## src/rtl/div_ctrl_pkg.sv

```systemverilog
// Shared types and helpers for the Ex-stage multi-cycle divider.
package div_ctrl_pkg;

  localparam int REG_BUS        = 32;
  localparam int DOUBLE_REG_BUS = 64;
  localparam int CNT_W          = 6;

  typedef enum logic [1:0] {
    DIV_FREE    = 2'b00,
    DIV_BY_ZERO = 2'b01,
    DIV_ON      = 2'b10,
    DIV_END     = 2'b11
  } div_state_e;

  // Magnitude of an operand; unsigned operands pass through untouched.
  function automatic logic [REG_BUS-1:0] abs_op(input logic [REG_BUS-1:0] v, input logic sgn);
    logic [REG_BUS-1:0] r;
    if (sgn && v[REG_BUS-1]) begin
      r = ~v + 32'd1;
    end else begin
      r = v;
    end
    return r;
  endfunction

endpackage

```

## src/rtl/div_ctrl_if.sv

```systemverilog
// Ex <-> divider handshake: operands and start level in, result and ready out.
interface div_ctrl_if;
  import div_ctrl_pkg::*;

  logic                      signed_div_i;
  logic [REG_BUS-1:0]        opdata1_i;
  logic [REG_BUS-1:0]        opdata2_i;
  logic                      start_i;
  logic                      annul_i;
  logic [DOUBLE_REG_BUS-1:0] result_o;
  logic                      ready_o;

  modport master (
    output signed_div_i, opdata1_i, opdata2_i, start_i, annul_i,
    input  result_o, ready_o
  );

  modport slave (
    input  signed_div_i, opdata1_i, opdata2_i, start_i, annul_i,
    output result_o, ready_o
  );

endinterface

```

## src/rtl/div_ctrl.sv

```systemverilog
// Restoring 32-bit divider, one quotient bit per cycle, with result {remainder, quotient}.
module div_ctrl
  import div_ctrl_pkg::*;
(
  input  logic       clk,
  input  logic       rst,
  div_ctrl_if.slave  div_bus
);

  div_state_e                state_q, state_d;
  logic [64:0]               work_q, work_d;
  logic [REG_BUS-1:0]        divisor_q, divisor_d;
  logic [CNT_W-1:0]          cnt_q, cnt_d;
  logic                      sign1_q, sign1_d;
  logic                      sign2_q, sign2_d;
  logic                      signed_q, signed_d;
  logic                      ready_q, ready_d;
  logic [DOUBLE_REG_BUS-1:0] result_q, result_d;

  logic [32:0]               diff;
  logic [64:0]               step;
  logic [REG_BUS-1:0]        quo_fix;
  logic [REG_BUS-1:0]        rem_fix;

  // Next-state, datapath step and output computation.
  always_comb begin
    state_d   = state_q;
    work_d    = work_q;
    divisor_d = divisor_q;
    cnt_d     = cnt_q;
    sign1_d   = sign1_q;
    sign2_d   = sign2_q;
    signed_d  = signed_q;
    ready_d   = 1'b0;
    result_d  = 64'h0;

    // work_q[63:32] is the partial remainder with the next dividend bit shifted in.
    diff    = {1'b0, work_q[63:32]} - {1'b0, divisor_q};
    step    = diff[32] ? {work_q[63:0], 1'b0} : {diff[31:0], work_q[31:0], 1'b1};
    quo_fix = (signed_q && (sign1_q ^ sign2_q)) ? (~step[31:0] + 32'd1) : step[31:0];
    rem_fix = (signed_q && sign1_q) ? (~step[64:33] + 32'd1) : step[64:33];

    case (state_q)
      DIV_FREE: begin
        if (div_bus.start_i && !div_bus.annul_i) begin
          if (div_bus.opdata2_i == 32'h0) begin
            state_d = DIV_BY_ZERO;
          end else begin
            state_d   = DIV_ON;
            work_d    = {32'h0, abs_op(div_bus.opdata1_i, div_bus.signed_div_i), 1'b0};
            divisor_d = abs_op(div_bus.opdata2_i, div_bus.signed_div_i);
            sign1_d   = div_bus.opdata1_i[31];
            sign2_d   = div_bus.opdata2_i[31];
            signed_d  = div_bus.signed_div_i;
            cnt_d     = 6'd0;
          end
        end else begin
          state_d = DIV_FREE;
        end
      end
      DIV_BY_ZERO: begin
        state_d = DIV_END;
        work_d  = 65'h0;
      end
      DIV_ON: begin
        if (div_bus.annul_i) begin
          state_d = DIV_FREE;
        end else if (cnt_q == 6'd31) begin
          state_d = DIV_END;
          work_d  = {rem_fix, step[32], quo_fix};
        end else begin
          work_d = step;
          cnt_d  = cnt_q + 6'd1;
        end
      end
      DIV_END: begin
        if (!div_bus.start_i || div_bus.annul_i) begin
          state_d = DIV_FREE;
        end else begin
          ready_d  = 1'b1;
          result_d = {work_q[64:33], work_q[31:0]};
        end
      end
      default: begin
        state_d = DIV_FREE;
      end
    endcase
  end

  // State and registered outputs.
  always_ff @(posedge clk) begin
    if (rst) begin
      state_q   <= DIV_FREE;
      work_q    <= 65'h0;
      divisor_q <= 32'h0;
      cnt_q     <= 6'd0;
      sign1_q   <= 1'b0;
      sign2_q   <= 1'b0;
      signed_q  <= 1'b0;
      ready_q   <= 1'b0;
      result_q  <= 64'h0;
    end else begin
      state_q   <= state_d;
      work_q    <= work_d;
      divisor_q <= divisor_d;
      cnt_q     <= cnt_d;
      sign1_q   <= sign1_d;
      sign2_q   <= sign2_d;
      signed_q  <= signed_d;
      ready_q   <= ready_d;
      result_q  <= result_d;
    end
  end

  assign div_bus.ready_o  = ready_q;
  assign div_bus.result_o = result_q;

endmodule

```

## src/flat_wrapper.sv

```systemverilog
// flat-port wrapper written by rule: the top's interface ports become plain ports
module div_ctrl_flat import div_ctrl_pkg::*;
  (clk, rst, div_bus_signed_div_i, div_bus_opdata1_i, div_bus_opdata2_i, div_bus_start_i, div_bus_annul_i, div_bus_result_o, div_bus_ready_o);
  div_ctrl_if div_bus_i ();
  input  logic clk;
  input  logic rst;
  input wire logic [$bits(div_bus_i.signed_div_i)-1:0] div_bus_signed_div_i;
  input wire logic [$bits(div_bus_i.opdata1_i)-1:0] div_bus_opdata1_i;
  input wire logic [$bits(div_bus_i.opdata2_i)-1:0] div_bus_opdata2_i;
  input wire logic [$bits(div_bus_i.start_i)-1:0] div_bus_start_i;
  input wire logic [$bits(div_bus_i.annul_i)-1:0] div_bus_annul_i;
  output wire logic [$bits(div_bus_i.result_o)-1:0] div_bus_result_o;
  output wire logic [$bits(div_bus_i.ready_o)-1:0] div_bus_ready_o;
  assign div_bus_i.signed_div_i = div_bus_signed_div_i;
  assign div_bus_i.opdata1_i = div_bus_opdata1_i;
  assign div_bus_i.opdata2_i = div_bus_opdata2_i;
  assign div_bus_i.start_i = div_bus_start_i;
  assign div_bus_i.annul_i = div_bus_annul_i;
  assign div_bus_result_o = div_bus_i.result_o;
  assign div_bus_ready_o = div_bus_i.ready_o;
  div_ctrl u_core (.clk(clk), .rst(rst), .div_bus(div_bus_i));
endmodule
```

## config.mk

```make
export PLATFORM = sky130hd
export DESIGN_NAME = div_ctrl_flat
export DESIGN_NICKNAME = d
export VERILOG_FILES = /design/src/rtl/div_ctrl_pkg.sv /design/src/rtl/div_ctrl_if.sv /design/src/rtl/div_ctrl.sv /design/src/flat_wrapper.sv
export SDC_FILE = /design/constraint.sdc
export NUM_CORES = 1
export LEC_CHECK = 0
export CAP_MARGIN = 25
export CORE_MARGIN = 1.5
export CORE_UTILIZATION = 25
export CTS_CLUSTER_SIZE = 14
export DETAILED_ROUTE_END_ITERATION = 8
export HOLD_SLACK_MARGIN = 0.08
export MAX_ROUTING_LAYER = met4
export PLACE_DENSITY_LB_ADDON = 0.15
export SKIP_CTS_REPAIR_TIMING = 1
export SYNTH_ARGS = -nofsm -noshare
export SYNTH_HDL_FRONTEND = slang
export SYNTH_SLANG_ARGS = --single-unit
```

## constraint.sdc

```tcl
create_clock -name clk -period 6.1 [get_ports clk]
set_input_delay 1.22 -clock clk [delete_from_list [all_inputs] [get_ports clk]]
set_output_delay 1.22 -clock clk [all_outputs]
set_load 0.05 [all_outputs]
```

==> results of run 1 <==
-- layer usage --
metal,GRT usage,vias up,part of all wire
li1,-,5429,-
met1,0.2414,5020,0.53
met2,0.2309,234,0.42
met3,0.01909,31,0.036
met4,0.04074,0,0.013
met5,-,-,0
-- power breakdown --
| group | internal, W | total, W | switching, W |
|---|---|---|---|
| combinational | 0.000735 | 0.00201 | 0.00128 |
| sequential | 0.00128 | 0.00144 | 0.000163 |
| clock | 0.000554 | 0.00105 | 0.000497 |
-- stage by stage --
stage	utilization	cell area (µm²)	total power, W	instances
floorplan	-	11420	0.002885	1477
global placement	0.2939	13280	0.003462	2142
detailed placement	0.2945	13310	0.003464	2143
CTS	0.3064	13840	0.004540	2174
global route	0.3064	13840	0.004824	2174
finish	0.3064	13840	0.004505	2174
-- worst max-delay path: cells and delay by family (launching register included) --
| kind | cells | cell delay, ps |
|---|---|---|
| fa+ha+maj | 2 | 730 |
| compound gates | 8 | 2100 |
| xor+xnor | 1 | 150 |
| flops | 1 | 550 |
| simple gates | 5 | 1050 |
-- kinds of logic after synthesis --
logic type	share of synthesized area
muxes	0.01611
and+or+nand+nor	0.2364
DFF	0.3033
adders and majority gates	0.04887
xor gates and xnor gates	0.1120
buffers and inverters	0.04953
AOI/OAI and AO/OA	0.2338
-- cell type report --
type                       instances  area [µm²]  share of cell area
inverter                          56       210.2             0.01518
clock inverter                     8       57.56            0.004158
multi-input combinational       1164        7407              0.5351
timing repair buffer             150        1476              0.1067
sequential                       173        3463              0.2502
tap                              600       750.7             0.05423
clock buffer                      23       478.0             0.03453
-- path summary, 6_finish.rpt --
kind / to
max: u_core.work_q[61]
min reg2reg: u_core.work_q[64]
min: u_core.work_q[64]
max reg2reg: u_core.work_q[61]
-- registers in the layout, summed over array words and instances, names as in the netlist --
name / count
u_core.work_q: 65
u_core.div_bus.result_o: 64
u_core.divisor_q: 32
u_core.cnt_q: 6
u_core.state_q: 2
u_core.div_bus.ready_o: 1
u_core.sign1_q: 1
u_core.sign2_q: 1
u_core.signed_q: 1
-- cell usage in the layout, fill, tap and decap left out, types with 27 or more instances in the layout --
cell type        netlist  final
a211oi_1              40     39
a21oi_1              102    102
and2_1                71     71
clkdlybuf4s50_1        0    132
dfxtp_1              173    173
ha_1                  43     43
inv_1                 55     55
nand2_1              128    128
nand3_1               27     27
nor2_1               176    176
nor3_1                33     32
o21ai_0               89     89
xnor2_1               87     87
xor2_1                59     59
==> metrics.log, run 1 <==
INFO  metric outcome = finished clean
INFO  metric die_area = 0.04697 mm²
INFO  metric leakage_power = between 5 and 6 nW
INFO  metric tns = 0 ps
INFO  metric via_per_inst = 4.928
INFO  metric clock_tree.root_cell = clkbuf_16
INFO  metric timing.critical_path.from = u_core.work_q[41]
INFO  metric timing.final.max_slew_violations = 0
INFO  metric synth-warning-count = 0
INFO  metric finClkSkew = 14.13 ps
INFO  metric sequential_to_total_area_share_from_yosys_stat = 0.3033
INFO  metric setup.worst_path.start_class = flop
INFO  metric pre_cts_slack = 1295 ps
INFO  metric design.core.area = 0.04519 mm²
INFO  metric routed-via-count = 10710
INFO  metric start_util = 0.2527
INFO  metric gp_congestion = 0.8292
INFO  metric synthMostInstantiatedCell = nor2_1
INFO  metric crit_path_top_delay_cell = dfxtp_1
INFO  metric synth_edf_count = 0
INFO  metric hold_depth = 2
INFO  metric peak_supply_drop = 177.9 µV
INFO  metric final_cycle_utilization_of_the_critical_path = 0.7735
INFO  metric clock-sinks = ~170
INFO  metric chipHeight = 216.7 µm
INFO  metric route.detailed.wl_per_inst = roughly 17 µm
INFO  metric wire_length_of_the_first_global_routing_pass = between 50000 and 60000 µm
INFO  metric clock_insertion_delay_worst_skew = 450 ps
INFO  metric fin_ws = 1381 ps
INFO  metric nFillCells = 4852
INFO  metric via_count_of_the_first_global_routing_pass = between 10000 and 15000
INFO  metric drtAntennaViolNets = 0
INFO  metric synthFlopType = dfxtp_1
INFO  metric drt_first_pass_iters = 5
INFO  metric finalWorstPathRequiredPeriod = 4719 ps
INFO  metric grt_max_degree = 85
INFO  metric cp-end-kind = flop
INFO  metric worstMarginPinSlew = 1007 ps
INFO  metric timing.critical_path.required = 6410 ps
INFO  metric synth.lib_cells_used.distinct = 76
INFO  metric fmax = 211.9 MHz
INFO  metric cts_tree = yes
INFO  metric power.density = 325.4 mW/mm²
INFO  metric ios = 134
INFO  metric synthArstFlopShare = 0
INFO  metric antenna_cell_count = 0
INFO  metric ctsLongestPathBuffers = 2
INFO  metric r2r_slack = 1380 ps
INFO  metric placementRows = 78
INFO  metric critical_path.max_stage_delay = 550 ps
INFO  metric synth_cells = between 1000 and 1500
INFO  metric postSynthRegisterBits = 173
INFO  metric io_buf_count = between 100 and 150
INFO  metric cts_buffers = 17
INFO  metric ctsHtreeMaxLevel = 4
INFO  metric route.detailed.drc = 0
INFO  metric worst_setup_hold_path_clk_slew = 70 ps
INFO  metric hold_start = u_core.work_q[64]
INFO  metric grt_antenna_before_repair = 1
INFO  metric synth_area_per_cell = 7.731 µm²
INFO  metric synthesized_cell_area = roughly 0.011 mm²
INFO  metric holdWs = 457.0 ps
INFO  metric crit_arrival = slightly above 5000 ps
INFO  metric reg2regPathDepth = 16
INFO  metric flow.area_growth_from_synthesis = 21.24%
INFO  metric grt_remaining_overflow = 0
INFO  metric place.detailed.hpwl = 28640 µm
INFO  metric final-hold-violation-count = 0
INFO  metric layout.nets = around 1700
INFO  metric worst_slew_margin_rel = 0.3287
INFO  metric synth_common_cells = nor2_1 (176), dfxtp_1 (173), nand2_1 (128)
INFO  metric critical_path_peak_fanout = 11
INFO  metric synth_top_cells_by_area = dfxtp_1 (30%), xnor2_1 (6.7%), nor2_1 (5.8%)
INFO  metric synth.net_count = 1590
INFO  metric die_w = 216.7 µm
INFO  metric crit_chain = ha_1 -> a21oi_1 -> o21bai_1 -> or2_2 -> o211ai_1 -> nand2_2 -> o21ai_0 -> ha_1 -> nand2_1 -> nor2_1 -> a41oi_1 -> a2111oi_4 -> nand3_2 -> o21ai_0 -> xor2_1 -> o21ai_0
INFO  metric setup_viol = 0
INFO  metric aggregate_routed_wire_length = 37480 µm
INFO  metric library_cell_occupying_the_most_area_in_the_post_synthesis_netlist = dfxtp_1
INFO  metric criticalPathCategory = reg2reg
INFO  metric timing.rr.start = u_core.work_q[41]
INFO  metric max_cap_viol_count = 0
INFO  metric grt_setup_unrepaired = false
INFO  metric first_iter_violations = 550
INFO  metric post_route_cells_drive_above_1_share = 0.04447
INFO  metric min-delay-path-class = reg2reg
INFO  metric synth_top_cell_area_share = 0.3033
INFO  metric track_usage = 0.1628
INFO  metric critical_path_most_common_cell = o21ai_0
(Power assumes the default switching activity.)
==> inputs of run 2 (changes only) <==
==> constraint.sdc (replaced) <==
create_clock -name clk -period 3.9 [get_ports clk]
set_input_delay 0.78 -clock clk [delete_from_list [all_inputs] [get_ports clk]]
set_output_delay 0.78 -clock clk [all_outputs]
set_load 0.05 [all_outputs]
==> run 2 against run 1 <==
- non-clock buffer count up 172
- maximum frequency is 24% higher
- combinational power is 94% higher
- setup slack lost 1300 ps
- utilization rose by 3.8 points
- final area grew 12%
- register-to-register slack worse by 1300 ps
- count of clock-buffer cells in the layout is 1 lower
- cell count up 7.8%
- sequential power up 56%
- wire length is 7.0% higher
- flip-flop and latch count is the same
==> metrics.log, run 2 (synthesized netlist as in run 1, its figures left out) <==
INFO  metric final_design_area_no_fill = 0.01556 mm²
INFO  metric critical_path_peak_fanout = 8
INFO  metric route.detailed.drc = 0
INFO  metric cts_tree = yes
INFO  metric track_usage = 0.1772
INFO  metric crit_path_top_delay_cell = a2111oi_4
INFO  metric r2r_slack = 100 ps
INFO  metric final_cell_count_no_fill = 2344
INFO  metric ctsHtreeMaxLevel = 4
INFO  metric finClkSkew = 9.331 ps
INFO  metric most_frequent_standard_cell_in_the_layout_excluding_fill_and_tap_cells = buf_4
INFO  metric detailed_place.area = 0.01468 mm²
INFO  metric worstMarginPinSlew = 1034 ps
INFO  metric flip_flop_count_of_the_largest_register_after_layout = 65
INFO  metric die_w = roughly 220 µm
INFO  metric fmax = between 200 and 300 MHz
INFO  metric die_area = roughly 0.047 mm²
INFO  metric layout.nets = between 1500 and 2000
INFO  metric clock_insertion_delay_worst_skew = 470 ps
INFO  metric registers.top_by_ff_count = u_core.work_q
INFO  metric finalWorstPathRequiredPeriod = around 3800 ps
INFO  metric first_iter_violations = 626
INFO  metric placedCellCount = approximately 2300
INFO  metric ios = 134
INFO  metric max_cap_viol_count = 0
INFO  metric seqPwrFrac = 0.285
INFO  metric post_route_cells_drive_above_1_share = 0.1670
INFO  metric worst_slew_margin_rel = 0.3081
INFO  metric swShare = 0.4086
INFO  metric route.detailed.wl_per_inst = 17.12 µm
INFO  metric timing.final.max_slew_violations = 0
INFO  metric hold_depth = 2
INFO  metric routed-via-count = 11400
INFO  metric hold_start = u_core.divisor_q[17]
INFO  metric design.core.area = 0.04519 mm²
INFO  metric outcome = finished clean
INFO  metric final_cycle_utilization_of_the_critical_path = 0.9754
INFO  metric worst_setup_hold_path_clk_slew = 70 ps
INFO  metric timing.rr.start = u_core.work_q[55]
INFO  metric crit_arrival = 4160 ps
INFO  metric flow.area_growth_from_synthesis = 36.28%
INFO  metric power.net_switching = about 0.0032 W
INFO  metric grt_remaining_overflow = 0
INFO  metric total_power = 0.007877 W
INFO  metric leakage_power = 6.087 nW
INFO  metric timing.critical_path.required = 4250 ps
INFO  metric reg2regPathDepth = 16
INFO  metric min-delay-path-class = reg2reg
INFO  metric crit_chain = ha_4 -> a21o_1 -> o21bai_4 -> a21o_1 -> a2111oi_4 -> nand2_4 -> o21ai_4 -> ha_4 -> nand2_4 -> nor4_4 -> a41oi_2 -> a2111oi_4 -> nand3_2 -> o31ai_4 -> xnor2_1 -> a22o_1
INFO  metric tns = 0 ps
INFO  metric clock-sinks = 173
INFO  metric via_per_inst = 4.865
INFO  metric io_buf_count = between 100 and 150
INFO  metric leading_cell_types_in_the_layout_fill_and_taps_excluded = buf_4 (183), nor2_1 (173), dfxtp_1 (168)
INFO  metric start_util = 0.2527
INFO  metric combPwrFrac = 0.495
INFO  metric internal_power = 0.004659 W
INFO  metric criticalPathCategory = reg2reg
INFO  metric drt_first_pass_iters = 5
INFO  metric grt_max_degree = 59
INFO  metric final_util = 0.3444
INFO  metric wire_length_of_the_first_global_routing_pass = between 60000 and 70000 µm
INFO  metric whs_endpoint = u_core.divisor_q[17]
INFO  metric clock_tree.root_cell = clkbuf_16
INFO  metric via_count_of_the_first_global_routing_pass = between 10000 and 15000
INFO  metric aggregate_routed_wire_length = around 40000 µm
INFO  metric cp-end-kind = flop
INFO  metric place.detailed.hpwl = 31060 µm
INFO  metric clock_power_frac = 0.220
INFO  metric chipHeight = 216.7 µm
INFO  metric cts_buffers = 17
INFO  metric setup.worst_path.start_class = flop
INFO  metric grt_setup_unrepaired = true
INFO  metric worst_r2r_end = u_core.work_q[63]
INFO  metric drtAntennaViolNets = 0
INFO  metric nFillCells = slightly below 5000
INFO  metric ctsLongestPathBuffers = 2
INFO  metric power.density = 506.2 mW/mm²
INFO  metric gp_congestion = 0.8837
INFO  metric placementRows = 78
INFO  metric grt_antenna_before_repair = 1
INFO  metric setup_viol = 0
INFO  metric final-hold-violation-count = 0
INFO  metric peak_supply_drop = 269.5 µV
INFO  metric critical_path.max_stage_delay = roughly 480 ps
## run 2: cell count changes in the layout (fill, tap and decap cells not counted), moves of 7 or more
cell,delta
buf_4,+166
a21oi_1,-9
ha_1,-9
ha_4,+9
a21oi_2,+7
nand2_1,-7
## run 2: through the flow
stage	setup WS [ps]	hold slack, ps
2_1_floorplan	-48.43	422.7
3_3_place_gp	-137.3	446.0
3_5_place_dp	-82.31	445.7
4_1_cts	-107.2	452.9
5_1_grt	-81.17	485.4
6_report	96.09	451.4
## run 2: power groups by stage
stage / clock, W / sequential [W] / combinational [W]
3_5_place_dp: 0 / 0.00228 / 0.00371
4_1_cts: 0.00179 / 0.00224 / 0.00374
3_3_place_gp: 0 / 0.00228 / 0.00369
5_1_grt: 0.00187 / 0.00229 / 0.00431
6_report: 0.00173 / 0.00225 / 0.00390
2_1_floorplan: 0 / 0.00222 / 0.00237
## run 2: how the worst max path moves through the flow
stage,from,end,slack [ps]
2_1_floorplan,u_core.work_q[55],u_core.work_q[63],-50
3_3_place_gp,div_bus_opdata1_i[0],u_core.work_q[31],-140
3_5_place_dp,div_bus_opdata1_i[0],u_core.work_q[31],-80
4_1_cts,u_core.divisor_q[27],u_core.work_q[63],-110
5_1_grt,u_core.work_q[37],u_core.work_q[63],-80
6_report,u_core.work_q[55],u_core.work_q[63],100
## run 2: per-layer routing
metal / up-vias / track usage / part of all wire
met5: - / - / 0
met4: 0 / 0.04977 / 0.020
met3: 29 / 0.02947 / 0.027
met2: 160 / 0.2873 / 0.47
met1: 5430 / 0.2263 / 0.48
li1: 5784 / - / -
## run 2: worst max-delay path, delay by kind of cell (launching register included)
family                     cells  cell delay [ps]
AOI/OAI and AO/OA              9             2130
and+or+nand+nor                4              660
adders and majority gates      2              440
DFF                            1              360
xor gates and xnor gates       1              100
## run 2: area by class of cell
type	count	area [µm²]	area share
Antenna cell	1	2.502	0.0001608
Clock buffer	22	474.2	0.03047
Clock inverter	6	88.84	0.005709
Inverter	56	210.2	0.01351
Multi-Input combinational cell	1164	7754	0.4983
Sequential cell	173	3472	0.2231
Tap cell	600	750.7	0.04824
Timing Repair Buffer	322	2809	0.1805
